`config.mk`:
```
export PLATFORM = sky130hd
export DESIGN_NAME = alu_serial_seq
export DESIGN_NICKNAME = d
export VERILOG_FILES = /design/src/rtl/alu_serial_seq.sv
export SDC_FILE = /design/constraint.sdc
export NUM_CORES = 1
export LEC_CHECK = 0
export BUFFER_PORTS_ARGS = -buffer_cell sky130_fd_sc_hd__buf_2
export CELL_PAD_IN_SITES_DETAIL_PLACEMENT = 0
export CELL_PAD_IN_SITES_GLOBAL_PLACEMENT = 1
export CORE_UTILIZATION = 37
export DETAILED_ROUTE_END_ITERATION = 12
export GPL_TIMING_DRIVEN = 1
export PLACE_DENSITY = 0.76
export SYNTH_ARGS = -nofsm -noshare
export SYNTH_HDL_FRONTEND = slang
export SYNTH_SLANG_ARGS = --single-unit
```
`constraint.sdc`:
```
create_clock -name clk -period 1.69 [get_ports clk]
set_clock_uncertainty 0.1 [all_clocks]
set_input_delay 0.2535 -clock clk [delete_from_list [all_inputs] [get_ports clk]]
set_output_delay 0.2535 -clock clk [all_outputs]
set_load 0.05 [all_outputs]
```
`src/rtl/alu_serial_seq.sv`:
```
// Bit-serial ALU sequencer: steps a 1-bit AND/OR/ADD/SLT slice LSB-first over WIDTH cycles.
// Optional zero/ovf flag outputs are enabled by defining ALU_FLAGS_EN.
module alu_serial_seq #(
    parameter int unsigned WIDTH = 8
) (
    input  logic             clk,
    input  logic             rst,
    input  logic             start,
    input  logic [WIDTH-1:0] a,
    input  logic [WIDTH-1:0] b,
    input  logic [3:0]       control,
    output logic             busy,
    output logic             done,
    output logic [WIDTH-1:0] result,
    output logic             cout
`ifdef ALU_FLAGS_EN
    ,
    output logic             zero,
    output logic             ovf
`endif
);

    localparam int unsigned CW = $clog2(WIDTH);

    typedef enum logic [1:0] {
        IDLE = 2'd0,
        RUN  = 2'd1,
        FIN  = 2'd2
    } state_t;

    state_t           state;
    state_t           state_nxt;
    logic [WIDTH-1:0] a_sr;
    logic [WIDTH-1:0] b_sr;
    logic [WIDTH-2:0] res_sr;
    logic [3:0]       ctl;
    logic             carry;
    logic [CW-1:0]    cnt;

    logic             ai;
    logic             bi;
    logic             sum;
    logic             carry_nxt;
    logic             bit_res;
    logic             last;
    logic             msb_ovf;
    logic [WIDTH-1:0] fin_res;

    assign last = (cnt == CW'(WIDTH - 1));

    // 1-bit slice on the current LSB of the operand shift registers
    always_comb begin
        ai        = a_sr[0] ^ ctl[3];
        bi        = b_sr[0] ^ ctl[2];
        sum       = ai ^ bi ^ carry;
        carry_nxt = (ai & bi) | (ai & carry) | (bi & carry);
        unique case (ctl[1:0])
            2'b00:   bit_res = ai & bi;
            2'b01:   bit_res = ai | bi;
            default: bit_res = sum;
        endcase
    end

    // On the MSB slice, carry is the carry-in to the MSB and carry_nxt the carry-out
    always_comb begin
        msb_ovf = carry ^ carry_nxt;
        if (ctl[1:0] == 2'b11) begin
            fin_res = WIDTH'(sum ^ msb_ovf);
        end else begin
            fin_res = {bit_res, res_sr};
        end
    end

    always_ff @(posedge clk or posedge rst) begin
        if (rst) begin
            state <= IDLE;
        end else begin
            state <= state_nxt;
        end
    end

    always_comb begin
        state_nxt = state;
        unique case (state)
            IDLE:    if (start) state_nxt = RUN;
            RUN:     if (last) state_nxt = FIN;
            FIN:     state_nxt = IDLE;
            default: state_nxt = IDLE;
        endcase
    end

    always_comb begin
        busy = 1'b0;
        done = 1'b0;
        unique case (state)
            RUN:     busy = 1'b1;
            FIN:     done = 1'b1;
            default: ;
        endcase
    end

    // Operand shifting, carry chain and result capture on entry to FIN
    always_ff @(posedge clk or posedge rst) begin
        if (rst) begin
            a_sr   <= '0;
            b_sr   <= '0;
            res_sr <= '0;
            ctl    <= '0;
            carry  <= 1'b0;
            cnt    <= '0;
            result <= '0;
            cout   <= 1'b0;
`ifdef ALU_FLAGS_EN
            zero   <= 1'b0;
            ovf    <= 1'b0;
`endif
        end else begin
            if (state == IDLE && start) begin
                a_sr  <= a;
                b_sr  <= b;
                ctl   <= control;
                carry <= control[2];
                cnt   <= '0;
            end else if (state == RUN) begin
                a_sr   <= a_sr >> 1;
                b_sr   <= b_sr >> 1;
                res_sr <= (WIDTH-1)'({bit_res, res_sr} >> 1);
                carry  <= carry_nxt;
                cnt    <= cnt + CW'(1);
            end else if (state == FIN) begin
                cnt <= '0;
            end

            if (state == RUN && last) begin
                result <= fin_res;
                cout   <= ctl[1] & carry_nxt;
`ifdef ALU_FLAGS_EN
                zero   <= (fin_res == '0);
                ovf    <= ctl[1] & msb_ovf;
`endif
            end
        end
    end

endmodule

```
==> flow_results.xml <==
<?xml version="1.0" encoding="UTF-8"?>
<metrics>
  <group name="outcome">
    <metric name="status" unit="">finished, violations left</metric>
    <metric name="failed_checks" unit="">hold timing</metric>
  </group>
  <group name="grt">
    <metric name="grt_overflow_total" unit="">0</metric>
    <metric name="grt_start_max_net_pins" unit="">43</metric>
    <metric name="grt_first_pass_wirelength" unit="um">6400</metric>
    <metric name="grt.total_usage" unit="%">15.7</metric>
    <metric name="initial_antenna_violation_count" unit="">0</metric>
    <metric name="grt_pass1_vias" unit="">1411</metric>
  </group>
  <group name="power_and_ir_drop">
    <metric name="power.density_cell_area" unit="nW/um2">2260</metric>
    <metric name="switching_power" unit="mW">2.14</metric>
    <metric name="seq_power_share" unit="%">34.1</metric>
    <metric name="vdd.ir_drop.worst" unit="uV">795</metric>
    <metric name="design_power_total" unit="mW">5.26</metric>
    <metric name="swShare" unit="%">40.7</metric>
    <metric name="combinationalPowerShare" unit="%">47.4</metric>
    <metric name="leakage" unit="nW">1.18</metric>
    <metric name="cell_internal_power" unit="mW">3.12</metric>
    <metric name="share_clk_of_total_power" unit="%">18.5</metric>
  </group>
  <group name="drt">
    <metric name="drc_errors" unit="">0</metric>
    <metric name="detail_route.vias_per_cell" unit="">4.69</metric>
    <metric name="num_vias" unit="">1416</metric>
    <metric name="wl_per_cell" unit="um">12.1</metric>
    <metric name="firstDrtPassIters" unit="">4</metric>
    <metric name="detail_route.iter0.violations" unit="">95</metric>
    <metric name="drtAntennaViolNets" unit="">0</metric>
    <metric name="drt-total-wl" unit="um">3650</metric>
  </group>
  <group name="placement">
    <metric name="buffer_ports.inserted" unit="">33</metric>
    <metric name="preCtsSetupSlack" unit="ns">-0.0409</metric>
    <metric name="gpl.final_weighted_congestion" unit="">0.745</metric>
    <metric name="placed_cells_incl_taps" unit="">294</metric>
    <metric name="place_hpwl" unit="um">2550</metric>
  </group>
  <group name="sta">
    <metric name="timing.hold.ws" unit="ns">-0.0185</metric>
    <metric name="finalMaxSlewViolations" unit="">0</metric>
    <metric name="rsz0062_at_grt" unit="">true</metric>
    <metric name="post-route-worst-setup-slack" unit="ns">0.0668</metric>
    <metric name="maxSlewHeadroom" unit="%">64.3</metric>
    <metric name="period_needed" unit="ns">1.62</metric>
    <metric name="hold_viol" unit="">25</metric>
    <metric name="fin_tns_setup" unit="ns">0</metric>
    <metric name="tightestPinTransition" unit="ns">0.536</metric>
    <metric name="timing.final.setup_violations" unit="">0</metric>
    <metric name="crit_share_post_route" unit="%">96.0</metric>
    <metric name="max_freq" unit="MHz">616</metric>
  </group>
  <group name="synthesis">
    <metric name="syn_area" unit="um2">1850</metric>
    <metric name="post-synth-top-area-cell" unit="">sky130_fd_sc_hd__dfrtp_1</metric>
    <metric name="share_of_synthesized_registers_carrying_an_async_set_or_reset" unit="%">100</metric>
    <metric name="synth_top_area_share" unit="%">56.9</metric>
    <metric name="synth_seq_area_share" unit="%">56.9</metric>
    <metric name="synth.top_cells.by_count" unit="">sky130_fd_sc_hd__nand2_1, sky130_fd_sc_hd__dfrtp_1, sky130_fd_sc_hd__a22oi_1, sky130_fd_sc_hd__o21ai_0, sky130_fd_sc_hd__buf_2</metric>
    <metric name="most_frequently_used_cell_type_in_the_post_synthesis_netlist" unit="">sky130_fd_sc_hd__nand2_1</metric>
    <metric name="top_cells_by_area_synth" unit="">sky130_fd_sc_hd__dfrtp_1, sky130_fd_sc_hd__nand2_1, sky130_fd_sc_hd__a22oi_1</metric>
    <metric name="postSynthAreaPerCell" unit="um2">9.63</metric>
    <metric name="synth_seq_cells" unit="">42</metric>
    <metric name="synth-warning-count" unit="">0</metric>
    <metric name="dominantRegCellSynth" unit="">sky130_fd_sc_hd__dfrtp_1</metric>
    <metric name="synth_edf_count" unit="">0</metric>
    <metric name="yosys.cell_types.count" unit="">30</metric>
    <metric name="cell_count_after_synthesis" unit="">192</metric>
    <metric name="syn_nets" unit="">218</metric>
  </group>
  <group name="clock_tree">
    <metric name="clk_latency" unit="ns">0.29</metric>
    <metric name="number_of_buffers_on_the_longest_clock_path" unit="">2</metric>
    <metric name="clkTransAtPathRegs" unit="ns">0.08</metric>
    <metric name="tritoncts" unit="">yes</metric>
    <metric name="clk_root_buffer_cell" unit="">sky130_fd_sc_hd__clkbuf_8</metric>
    <metric name="cts_buffers" unit="">5</metric>
    <metric name="ctsHtreeMaxLevel" unit="">2</metric>
    <metric name="tritoncts_num_sinks" unit="">42</metric>
  </group>
  <group name="critical_path">
    <metric name="crit_path_end_kind" unit="">output pin</metric>
    <metric name="reg2reg_from" unit="">b_sr[0]</metric>
    <metric name="worst_path_max_delay_cell" unit="">sky130_fd_sc_hd__dfrtp_1</metric>
    <metric name="reg2reg_to" unit="">result[0]</metric>
    <metric name="worst-setup-path-type" unit="">reg -&gt; out</metric>
    <metric name="startpoint_type" unit="">register</metric>
    <metric name="critical_path_peak_fanout" unit="">7</metric>
    <metric name="crit_top_cell" unit="">sky130_fd_sc_hd__buf_4</metric>
    <metric name="critical_path_arrival" unit="ns">1.27</metric>
    <metric name="worst_stage_delay_on_the_critical_path" unit="ns">0.49</metric>
    <metric name="rr_worst_depth" unit="">5</metric>
    <metric name="worst_ep_required_time" unit="ns">1.34</metric>
    <metric name="worst-r2r-setup-slack" unit="ns">0.07</metric>
    <metric name="cp_cell_sequence" unit="">buf_4 -&gt; nor2b_1 -&gt; buf_4</metric>
  </group>
  <group name="die">
    <metric name="design.portCount" unit="">34</metric>
    <metric name="placeableCoreArea" unit="um2">4750</metric>
    <metric name="die_w" unit="um">72.7</metric>
    <metric name="core.rowCount" unit="">25</metric>
    <metric name="fp.dieArea" unit="um2">5280</metric>
    <metric name="chipHeight" unit="um">72.7</metric>
    <metric name="starting_density_of_the_core" unit="%">38.9</metric>
  </group>
  <group name="min_path">
    <metric name="hold_path.class" unit="">in -&gt; async</metric>
  </group>
  <group name="final_layout">
    <metric name="num_antenna_cells" unit="">0</metric>
    <metric name="fraction_of_layout_instances_using_a_drive_strength_above_1" unit="%">28.9</metric>
    <metric name="fin_nets" unit="">260</metric>
    <metric name="instances_no_fill" unit="">302</metric>
    <metric name="flow.area_growth_from_synthesis" unit="%">26.2</metric>
  </group>
  <group name="job">
    <metric name="maxCapViolCount" unit="">0</metric>
  </group>
</metrics>
## power groups by stage
| stage | Clock [mW] | Combinational (mW) | Sequential (mW) |
|---|---|---|---|
| 6_report | 0.972 | 2.49 | 1.79 |
| 2_1_floorplan | 0 | 1.41 | 2.06 |
| 4_1_cts | 0.998 | 2.40 | 1.80 |
| 5_1_grt | 1.03 | 2.80 | 1.87 |
| 3_3_place_gp | 0 | 2.26 | 1.79 |
| 3_5_place_dp | 0 | 2.29 | 1.81 |
## repair_timing
item                                   CTS  global route
pin swaps                                2             2
gates resized for setup                  7             6
endpoints found under the hold margin    0             0
buffers inserted                         0             0
setup endpoints to repair               13             5
hold buffers                             0             0
## routing by layer
metal,wire length (um),GRT usage (%),share of wire [%],vias to the layer above
met3,125,2.90,3.4,5
met2,1700,25.5,47,32
met4,43,5.23,1.2,0
li1,-,-,-,720
met1,1780,21.3,49,659
met5,0,0,0,-
## placed cells by master (no fill, tap or decap), types with 2 or more instances in the layout
cell	n
sky130_fd_sc_hd__o21ai_1	3
sky130_fd_sc_hd__inv_2	2
sky130_fd_sc_hd__nand2_1	72
sky130_fd_sc_hd__buf_4	12
sky130_fd_sc_hd__a22o_1	2
sky130_fd_sc_hd__a21oi_1	5
sky130_fd_sc_hd__bufinv_16	2
sky130_fd_sc_hd__ha_1	2
sky130_fd_sc_hd__o21ai_0	11
sky130_fd_sc_hd__a22oi_1	14
sky130_fd_sc_hd__dfrtp_1	41
sky130_fd_sc_hd__mux2_2	3
sky130_fd_sc_hd__inv_1	5
sky130_fd_sc_hd__buf_2	31
sky130_fd_sc_hd__clkbuf_8	6
## cell type report
cell class,instances,area [um2]
flip-flops and latches,42,1050
multi-input cells,133,764
clock inverters,2,60.1
clock buffers,6,82.6
repair buffers,44,256
inverters,8,32.5
fillers,493,2420
well taps,67,83.8
## worst max-delay path: cells and delay by family (launching register included)
kind | cells | cell delay [ns]
buf+inv | 2 | 0.39
flops | 1 | 0.49
simple gates | 1 | 0.10
## state kept, by name, indices dropped and copies added, names as in the netlist
register,count
b_sr,8
cout,1
carry,1
cnt,3
a_sr,8
ctl,4
result,8
state,2
res_sr,7
## stage by stage
step / cell area [um2] / utilization, %
after floorplan: 1850 / -
final: 2330 / 49.1
after global placement: 2140 / 44.9
after global routing: 2330 / 49.1
after CTS: 2310 / 48.6
after detailed placement: 2140 / 44.9
## logic make-up after synthesis
logic type      count (synthesis)  synth area share (%)
compound gates                 40                  14.0
xor+xnor                        4                  1.90
fa+ha+maj                       4                  2.57
buf+inv                        17                  3.99
flops                          42                  56.9
mux                             3                  1.83
simple gates                   82                  18.8
## worst max-delay path by stage
stage             start         to  slack (ns)  depth (start not counted)
3_3_place_gp     ctl[3]  res_sr[6]      -0.004                          6
5_1_grt          ctl[3]  result[7]       -0.03                          7
3_5_place_dp     ctl[3]  res_sr[6]       -0.04                          6
6_report       state[0]       done        0.07                          3
2_1_floorplan    ctl[3]  res_sr[6]        0.06                          6
4_1_cts         a_sr[0]  res_sr[6]        0.02                          6
Note: power is estimated with default switching activity, not from simulation.
